==> src/rtl/serial_subtractor.sv <==
// Bit-serial WIDTH-bit subtractor (diff = a - b - bin), LSB first, one bit per clock.
// Start/busy/done handshake; result and flags registered and held between completions.
module serial_subtractor #(
    parameter int WIDTH = 4
) (
    input  logic             clk,
    input  logic             rst_n,
    input  logic             start,
    input  logic [WIDTH-1:0] a,
    input  logic [WIDTH-1:0] b,
    input  logic             bin,
    output logic             busy,
    output logic             done,
    output logic [WIDTH-1:0] diff,
    output logic             bout,
    output logic             ovf,
    output logic             zero
);

    localparam int CW = (WIDTH > 2) ? $clog2(WIDTH) : 1;

    typedef enum logic [1:0] {
        S_IDLE = 2'd0,
        S_RUN  = 2'd1,
        S_DONE = 2'd2
    } state_t;

    state_t           r_state;
    state_t           w_state_next;

    logic [WIDTH-1:0] r_a_sh;
    logic [WIDTH-1:0] r_b_sh;
    logic [WIDTH-1:0] r_work;
    logic             r_brw;
    logic [CW-1:0]    r_cnt;
    logic             r_a_msb;
    logic             r_b_msb;

    logic [WIDTH-1:0] r_diff;
    logic             r_bout;
    logic             r_ovf;
    logic             r_zero;

    logic             w_accept;
    logic             w_last;
    logic             w_a_i;
    logic             w_b_i;
    logic             w_d;
    logic             w_brw_next;
    logic [WIDTH-1:0] w_work_next;

    // DONE behaves like IDLE for acceptance, which gives back-to-back operation.
    assign w_accept    = start && (r_state != S_RUN);
    assign w_last      = (r_state == S_RUN) && (r_cnt == CW'(WIDTH - 1));
    assign w_a_i       = r_a_sh[0];
    assign w_b_i       = r_b_sh[0];
    assign w_d         = w_a_i ^ w_b_i ^ r_brw;
    assign w_brw_next  = (~w_a_i & w_b_i) | (~(w_a_i ^ w_b_i) & r_brw);
    assign w_work_next = {w_d, r_work[WIDTH-1:1]};

    always_ff @(posedge clk or negedge rst_n) begin
        if (!rst_n) begin
            r_state <= S_IDLE;
        end else begin
            r_state <= w_state_next;
        end
    end

    always_comb begin
        w_state_next = r_state;
        case (r_state)
            S_IDLE:  w_state_next = w_accept ? S_RUN : S_IDLE;
            S_RUN:   w_state_next = w_last ? S_DONE : S_RUN;
            S_DONE:  w_state_next = w_accept ? S_RUN : S_IDLE;
            default: w_state_next = S_IDLE;
        endcase
    end

    always_comb begin
        busy = (r_state == S_RUN);
        done = (r_state == S_DONE);
    end

    always_ff @(posedge clk or negedge rst_n) begin
        if (!rst_n) begin
            r_a_sh  <= '0;
            r_b_sh  <= '0;
            r_work  <= '0;
            r_brw   <= 1'b0;
            r_cnt   <= '0;
            r_a_msb <= 1'b0;
            r_b_msb <= 1'b0;
            r_diff  <= '0;
            r_bout  <= 1'b0;
            r_ovf   <= 1'b0;
            r_zero  <= 1'b0;
        end else if (w_accept) begin
            r_a_sh  <= a;
            r_b_sh  <= b;
            r_work  <= '0;
            r_brw   <= bin;
            r_cnt   <= '0;
            r_a_msb <= a[WIDTH-1];
            r_b_msb <= b[WIDTH-1];
        end else if (r_state == S_RUN) begin
            r_a_sh <= {1'b0, r_a_sh[WIDTH-1:1]};
            r_b_sh <= {1'b0, r_b_sh[WIDTH-1:1]};
            r_work <= w_work_next;
            r_brw  <= w_brw_next;
            r_cnt  <= r_cnt + CW'(1);
            // Operand MSBs were captured at accept since the shift regs no longer hold them.
            if (w_last) begin
                r_diff <= w_work_next;
                r_bout <= w_brw_next;
                r_ovf  <= (r_a_msb ^ r_b_msb) & (w_work_next[WIDTH-1] ^ r_a_msb);
                r_zero <= ~|w_work_next;
            end
        end
    end

    assign diff = r_diff;
    assign bout = r_bout;
    assign ovf  = r_ovf;
    assign zero = r_zero;

endmodule

==> config.mk <==
export PLATFORM = sky130hd
export DESIGN_NAME = serial_subtractor
export DESIGN_NICKNAME = d
export VERILOG_FILES = /design/src/rtl/serial_subtractor.sv
export SDC_FILE = /design/constraint.sdc
export NUM_CORES = 1
export LEC_CHECK = 0
export CORE_MARGIN = 2
export CORE_UTILIZATION = 40
export DETAILED_ROUTE_END_ITERATION = 10
export PLACE_DENSITY = 0.69
export SYNTH_ARGS = -nofsm -noshare
export SYNTH_HDL_FRONTEND = slang
export SYNTH_SLANG_ARGS = --single-unit
==> constraint.sdc <==
create_clock -name clk -period 3.2 [get_ports clk]
set_input_delay 0.48 -clock clk [delete_from_list [all_inputs] [get_ports clk]]
set_output_delay 0.48 -clock clk [all_outputs]
set_load 0.02 [all_outputs]
== Word-level counts from Yosys, hierarchy flattened ==
Cells that the tools add are included.

* Bits in registers: 26
* Input port bits: 12
* Output and inout port bits: 9
* Word-level logic and storage cells: 49

* $add $sub $neg: 1
* Eq/ne operators: 4
* Muxes and demuxes: 13
* Bitwise logic cells: 11
* Reduce and logical (&&, ||, !) cells: 8

{| class="wikitable"
|+ Operator list
! operator !! number
|-
| 4-bit 2-to-1 mux || 6
|-
| 2-bit 2-to-1 mux || 3
|-
| 2-bit equality test (second input constant) || 2
|-
| 2-bit case mux with 2 select lines || 1
|-
| 4-bit OR reduction || 1
|-
| 1-bit bitwise XOR || 4
|-
| 1-bit bitwise AND || 3
|-
| 1-bit 2-to-1 mux || 3
|-
| 1-bit NOT || 3
|-
| 3-bit AND reduction || 1
|-
| 2-bit by 1-bit adder with 2-bit output (second input constant) || 1
|-
| 2-bit by 1-bit equality test with 1-bit output (second input constant) || 1
|-
| 1-bit logical AND || 2
|-
| 2-bit zero test || 1
|-
| 2-bit by 1-bit != test with 1-bit output (second input constant) || 1
|-
| 2-bit nonzero test || 1
|-
| 2-bit OR reduction || 1
|-
| 1-bit zero test || 1
|-
| 1-bit OR || 1
|}

== Longest topological paths before layout ==
* Word-level depth: 6
* Gate-level depth with buffers: 6
* Depth with buffers taken out: 5

== Worst setup path after synthesis ==
OpenSTA, ideal clock, no wires.

* Kind: reg-to-reg
* Start: register r_b_sh[0]
* End: register r_zero (netlist: zero)
* Setup time: 76 ps
* Arrival: 1376 ps
* Required time: 3124 ps
* Slack: 1747 ps
* Cell stages (with the launch flop): 5
* Buffers on the path: 0
* Clock period less this slack: 1453 ps
* Path through: dfrtp_1 inv_1 fa_1 or4_1 o21ai_1

* Longest elaborated chain between the ends: 4

{| class="wikitable"
|+ RTL lines
! item !! RTL line !! RTL
|-
| start, declared || 32 || <nowiki>logic [WIDTH-1:0] r_b_sh;</nowiki>
|-
| start signal, assigned || 107 || <nowiki>r_b_sh <= {1'b0, r_b_sh[WIDTH-1:1]};</nowiki>
|-
| 1-bit bitwise XOR (2 in a row) || 57 || <nowiki>assign w_d = w_a_i ^ w_b_i ^ r_brw;</nowiki>
|-
| net w_d || 48 || <nowiki>logic w_d;</nowiki>
|-
| 4-bit OR reduction || 116 || <nowiki>r_zero <= ~|w_work_next;</nowiki>
|-
| 1-bit zero test || 116 ||
|-
| end signal, assigned || 116 ||
|-
| end, declared || 42 || <nowiki>logic r_zero;</nowiki>
|}

The timed path passes the listed nets, and every way through them passes these cells.
A chain may end at the register's enable or synchronous reset.

== Final worst setup path ==
* Start: register r_state[1]
* End: output busy

* Longest elaborated chain between the ends: 1

{| class="wikitable"
|+ RTL lines
! item !! RTL line !! RTL
|-
| start, declared || 28 || <nowiki>state_t r_state;</nowiki>
|-
| start signal, assigned || 65 || <nowiki>r_state <= w_state_next;</nowiki>
|-
| 2-bit by 1-bit equality test with 1-bit output || 80 || <nowiki>busy = (r_state == S_RUN);</nowiki>
|-
| end, declared || 12 || <nowiki>output logic busy,</nowiki>
|}

Every way passes these cells.

==> qor.log <==
qor: outcome.run_status finished clean
qor: sta.rsz0062_at_grt false
qor: place.globalplace.congestion 0.692
qor: worst_setup_path.critical_path.cell_chain nand2b_1 -> inv_2 -> clkdlybuf4s50_1
qor: worst_setup_path.path_class reg2out
qor: clock_tree.ctsRootBufferMaster sky130_fd_sc_hd__clkbuf_4
qor: logic_synthesis.synth_cells 98
qor: logic_synthesis.synth.lib_cells_used.distinct 22
qor: clock_tree.tritoncts yes
qor: global_routing.grt_pass1_wl 3.28 mm
qor: logic_synthesis.post_synth_instance_area 1100 um^2
qor: worst_setup_path.kind_of_launch_point_of_the_worst_setup_path flop
qor: floorplan.floorplan.core_area 2690 um^2
qor: detailed_routing.detail_route.drc_violations 0
qor: place.placement.cell_area 1310 um^2
qor: clock_tree.htree_depth 1
qor: layout.area_growth_syn_to_layout 22.0%
qor: layout.layout.cell_area.non_filler 1340 um^2
qor: clock_tree.post-cts-setup-buffer-count 0
qor: worst_setup_path.critPathMaxStageDelay 0.67 ns
qor: sta.max_clock_freq 411 MHz
qor: detailed_routing.first_iter_violations 10
qor: sta.endpoints_failing_hold 0
qor: global_routing.grt-ovfl-total 0
qor: clock_tree.cts.reportedPaths.clkPinSlew 0.14 ns
qor: logic_synthesis.yosysSeqAreaShare 56.9%
qor: global_routing.initial_antenna_violation_count 0
qor: place.place_hpwl 1.35 mm
qor: logic_synthesis.ys_top_cells_by_area sky130_fd_sc_hd__dfrtp_1, sky130_fd_sc_hd__mux2i_1, sky130_fd_sc_hd__mux2_2
qor: detailed_routing.route.detailed.wl_per_inst 12.3 um
qor: detailed_routing.drtPass1Iterations 4
qor: sta.tightestPinTransition 0.578 ns
qor: pwr.power_per_cell_area 894 nW/um^2
qor: logic_synthesis.synth_top_cell_by_area sky130_fd_sc_hd__dfrtp_1
qor: floorplan.initial_utilization 40.9%
qor: worst_setup_path.cp_max_fo 22
qor: place.port_buffers 20
qor: logic_synthesis.synth_warnings 0
qor: logic_synthesis.post-synth-top-area-fraction 56.9%
qor: job.drv.max_cap_violation_count 0
qor: detailed_routing.route.vias.total 754
qor: clock_tree.worstSkewPairLatency 0.31 ns
qor: clock_tree.post_cts_resized 0
qor: sta.max-slew-margin-rel 61.4%
qor: sta.finalCritPeriodShare 76.1%
qor: detailed_routing.drtAntennaViolNets 0
qor: floorplan.die_y 56.4 um
qor: sta.timing.final.setup_violations 0
qor: logic_synthesis.synth_nets 113
qor: min_path.worst_hold_path_type in2async
qor: worst_setup_path.critical_path.slowest_cell sky130_fd_sc_hd__clkdlybuf4s50_1
qor: pwr.static-leakage-power 0.625 nW
qor: worst_setup_path.critical_path_arrival 1.96 ns
qor: sta.setup_tns 0 ns
qor: pwr.max-vdd-ir-drop 0.413 mV
qor: clock_tree.cts_made_buffers 3
qor: clock_tree.clk_buf_depth 2
qor: layout.final.fill_count 274
qor: detailed_routing.routed_wirelength 1.83 mm
qor: sta.timing_max_transition_violations_final 0
qor: global_routing.grt_pass1_vias 721
qor: clock_tree.cts-hold-fix-buffers 0
qor: worst_setup_path.cp.required 2.72 ns
qor: global_routing.groute.usage.overall 13.3%
qor: logic_synthesis.flip_flop_and_latch_count_after_synthesis 25
qor: floorplan.floorplan.die.width 56.4 um
qor: detailed_routing.post_drt_via_cell_ratio 5.06
qor: global_routing.grt_max_degree 26
qor: floorplan.num_rows 19
qor: layout.n_antenna_cell 0
qor: logic_synthesis.syn-mean-instance-area 11.2 um^2
qor: floorplan.die_area 3180 um^2
qor: layout.fin_nets 134
qor: sta.final_period_minus_worst_setup_slack 2.44 ns
qor: clock_tree.clock_sink_count 25
qor: floorplan.design.portCount 21
qor: worst_setup_path.worstSetupEndpointType output pin
qor: sta.clock-skew-final 0.00831 ns
qor: layout.drive_above_1_share 10.2%
critical path: cells and delay by family (launching register included):
family        cells  cell delay (ns)
buf+inv           2             0.97
flops             1             0.41
simple gates      1             0.26
synth_stat cells:
cell	n
sky130_fd_sc_hd__dfrtp_1	25
sky130_fd_sc_hd__nand2_1	17
sky130_fd_sc_hd__o21ai_0	13
sky130_fd_sc_hd__mux2i_1	8
sky130_fd_sc_hd__mux2_2	6
sky130_fd_sc_hd__inv_1	5
sky130_fd_sc_hd__buf_4	3
sky130_fd_sc_hd__nor2_1	3
sky130_fd_sc_hd__a21oi_1	2
sky130_fd_sc_hd__buf_2	2
sky130_fd_sc_hd__fa_1	2
sky130_fd_sc_hd__nand3_1	2
sky130_fd_sc_hd__and3b_1	1
sky130_fd_sc_hd__ha_1	1
sky130_fd_sc_hd__inv_2	1
sky130_fd_sc_hd__nand2b_1	1
sky130_fd_sc_hd__nand3b_1	1
sky130_fd_sc_hd__nor2b_1	1
sky130_fd_sc_hd__o211a_1	1
sky130_fd_sc_hd__o21ai_1	1
sky130_fd_sc_hd__o22ai_1	1
sky130_fd_sc_hd__or4_1	1
path summary, 6_finish.rpt:
path	startpoint	endpoint	slack [ns]	cells past startpoint
hold reg to reg	ovf	ovf	0.50	2
hold / removal	rst_n	diff[2]	0.50	2
max in group asynchronous	rst_n	r_b_sh[2]	2.45	2
setup reg to reg	r_b_sh[0]	zero	1.62	4
min in group clk	ovf	ovf	0.50	2
setup / recovery	r_state[1]	busy	0.76	3
sequential cells by signal (all words and copies together), names as in the netlist:
register  count
r_a_sh        4
r_a_msb       1
r_state       2
zero          1
ovf           1
diff          4
bout          1
r_cnt         2
r_b_msb       1
r_work        3
r_b_sh        4
r_brw         1
cell families after synthesis:
logic type | Yosys count | share of synthesized area (%)
simple gates | 27 | 11.0
flops | 25 | 56.9
compound gates | 18 | 8.77
mux | 14 | 13.4
buf+inv | 11 | 5.01
fa+ha+maj | 3 | 4.78
cell type report:
cell class | count | area [um^2] | area share [%]
Sequential cell | 25 | 626 | 46.7
Multi-Input combinational cell | 62 | 418 | 31.2
Tap cell | 31 | 38.8 | 2.89
Inverter | 6 | 22.5 | 1.68
Timing Repair Buffer | 21 | 208 | 15.5
Clock buffer | 3 | 22.5 | 1.68
Clock inverter | 1 | 5.00 | 0.373
routing by layer:
layer / up-vias / global-route usage [%] / wire length [um]
met4: 0 / 6.12 / 10
li1: 367 / - / -
met3: 2 / 3.69 / 96
met1: 368 / 15.9 / 814
met2: 17 / 22.4 / 906
met5: - / 0 / 0
through the flow:
step	hold WS (ns)	utilization (%)	cells	setup WS (ns)	total power (W)
after global placement	0.464	48.9	145	1.18	0.00105
after CTS	0.503	49.9	149	0.747	0.00122
after detailed placement	0.473	48.9	145	1.14	0.00108
final	0.497	49.9	149	0.764	0.00120
after floorplan	0.184	-	98	1.75	0.000903
after global routing	0.509	49.9	149	0.601	0.00131
placed cells by master (no fill, tap or decap), drive strengths merged, types with 2 or more instances in the layout:
master          n
a21oi           2
clkbuf          3
clkdlybuf4s50  20
dfrtp          25
fa              2
inv             6
mux2            6
mux2i           8
nand2          17
nand3           2
nor2            3
o21ai          14
power breakdown:
part / switching (W) / total [W] / leakage (nW) / internal, W
combinational: 0.000273 / 0.000517 / 0.293 / 0.000244
clock: 0.0000922 / 0.000139 / 0.0177 / 0.0000467
sequential: 0.0000888 / 0.000542 / 0.315 / 0.000453
No activity file was read; power rests on OpenSTA's default activity.
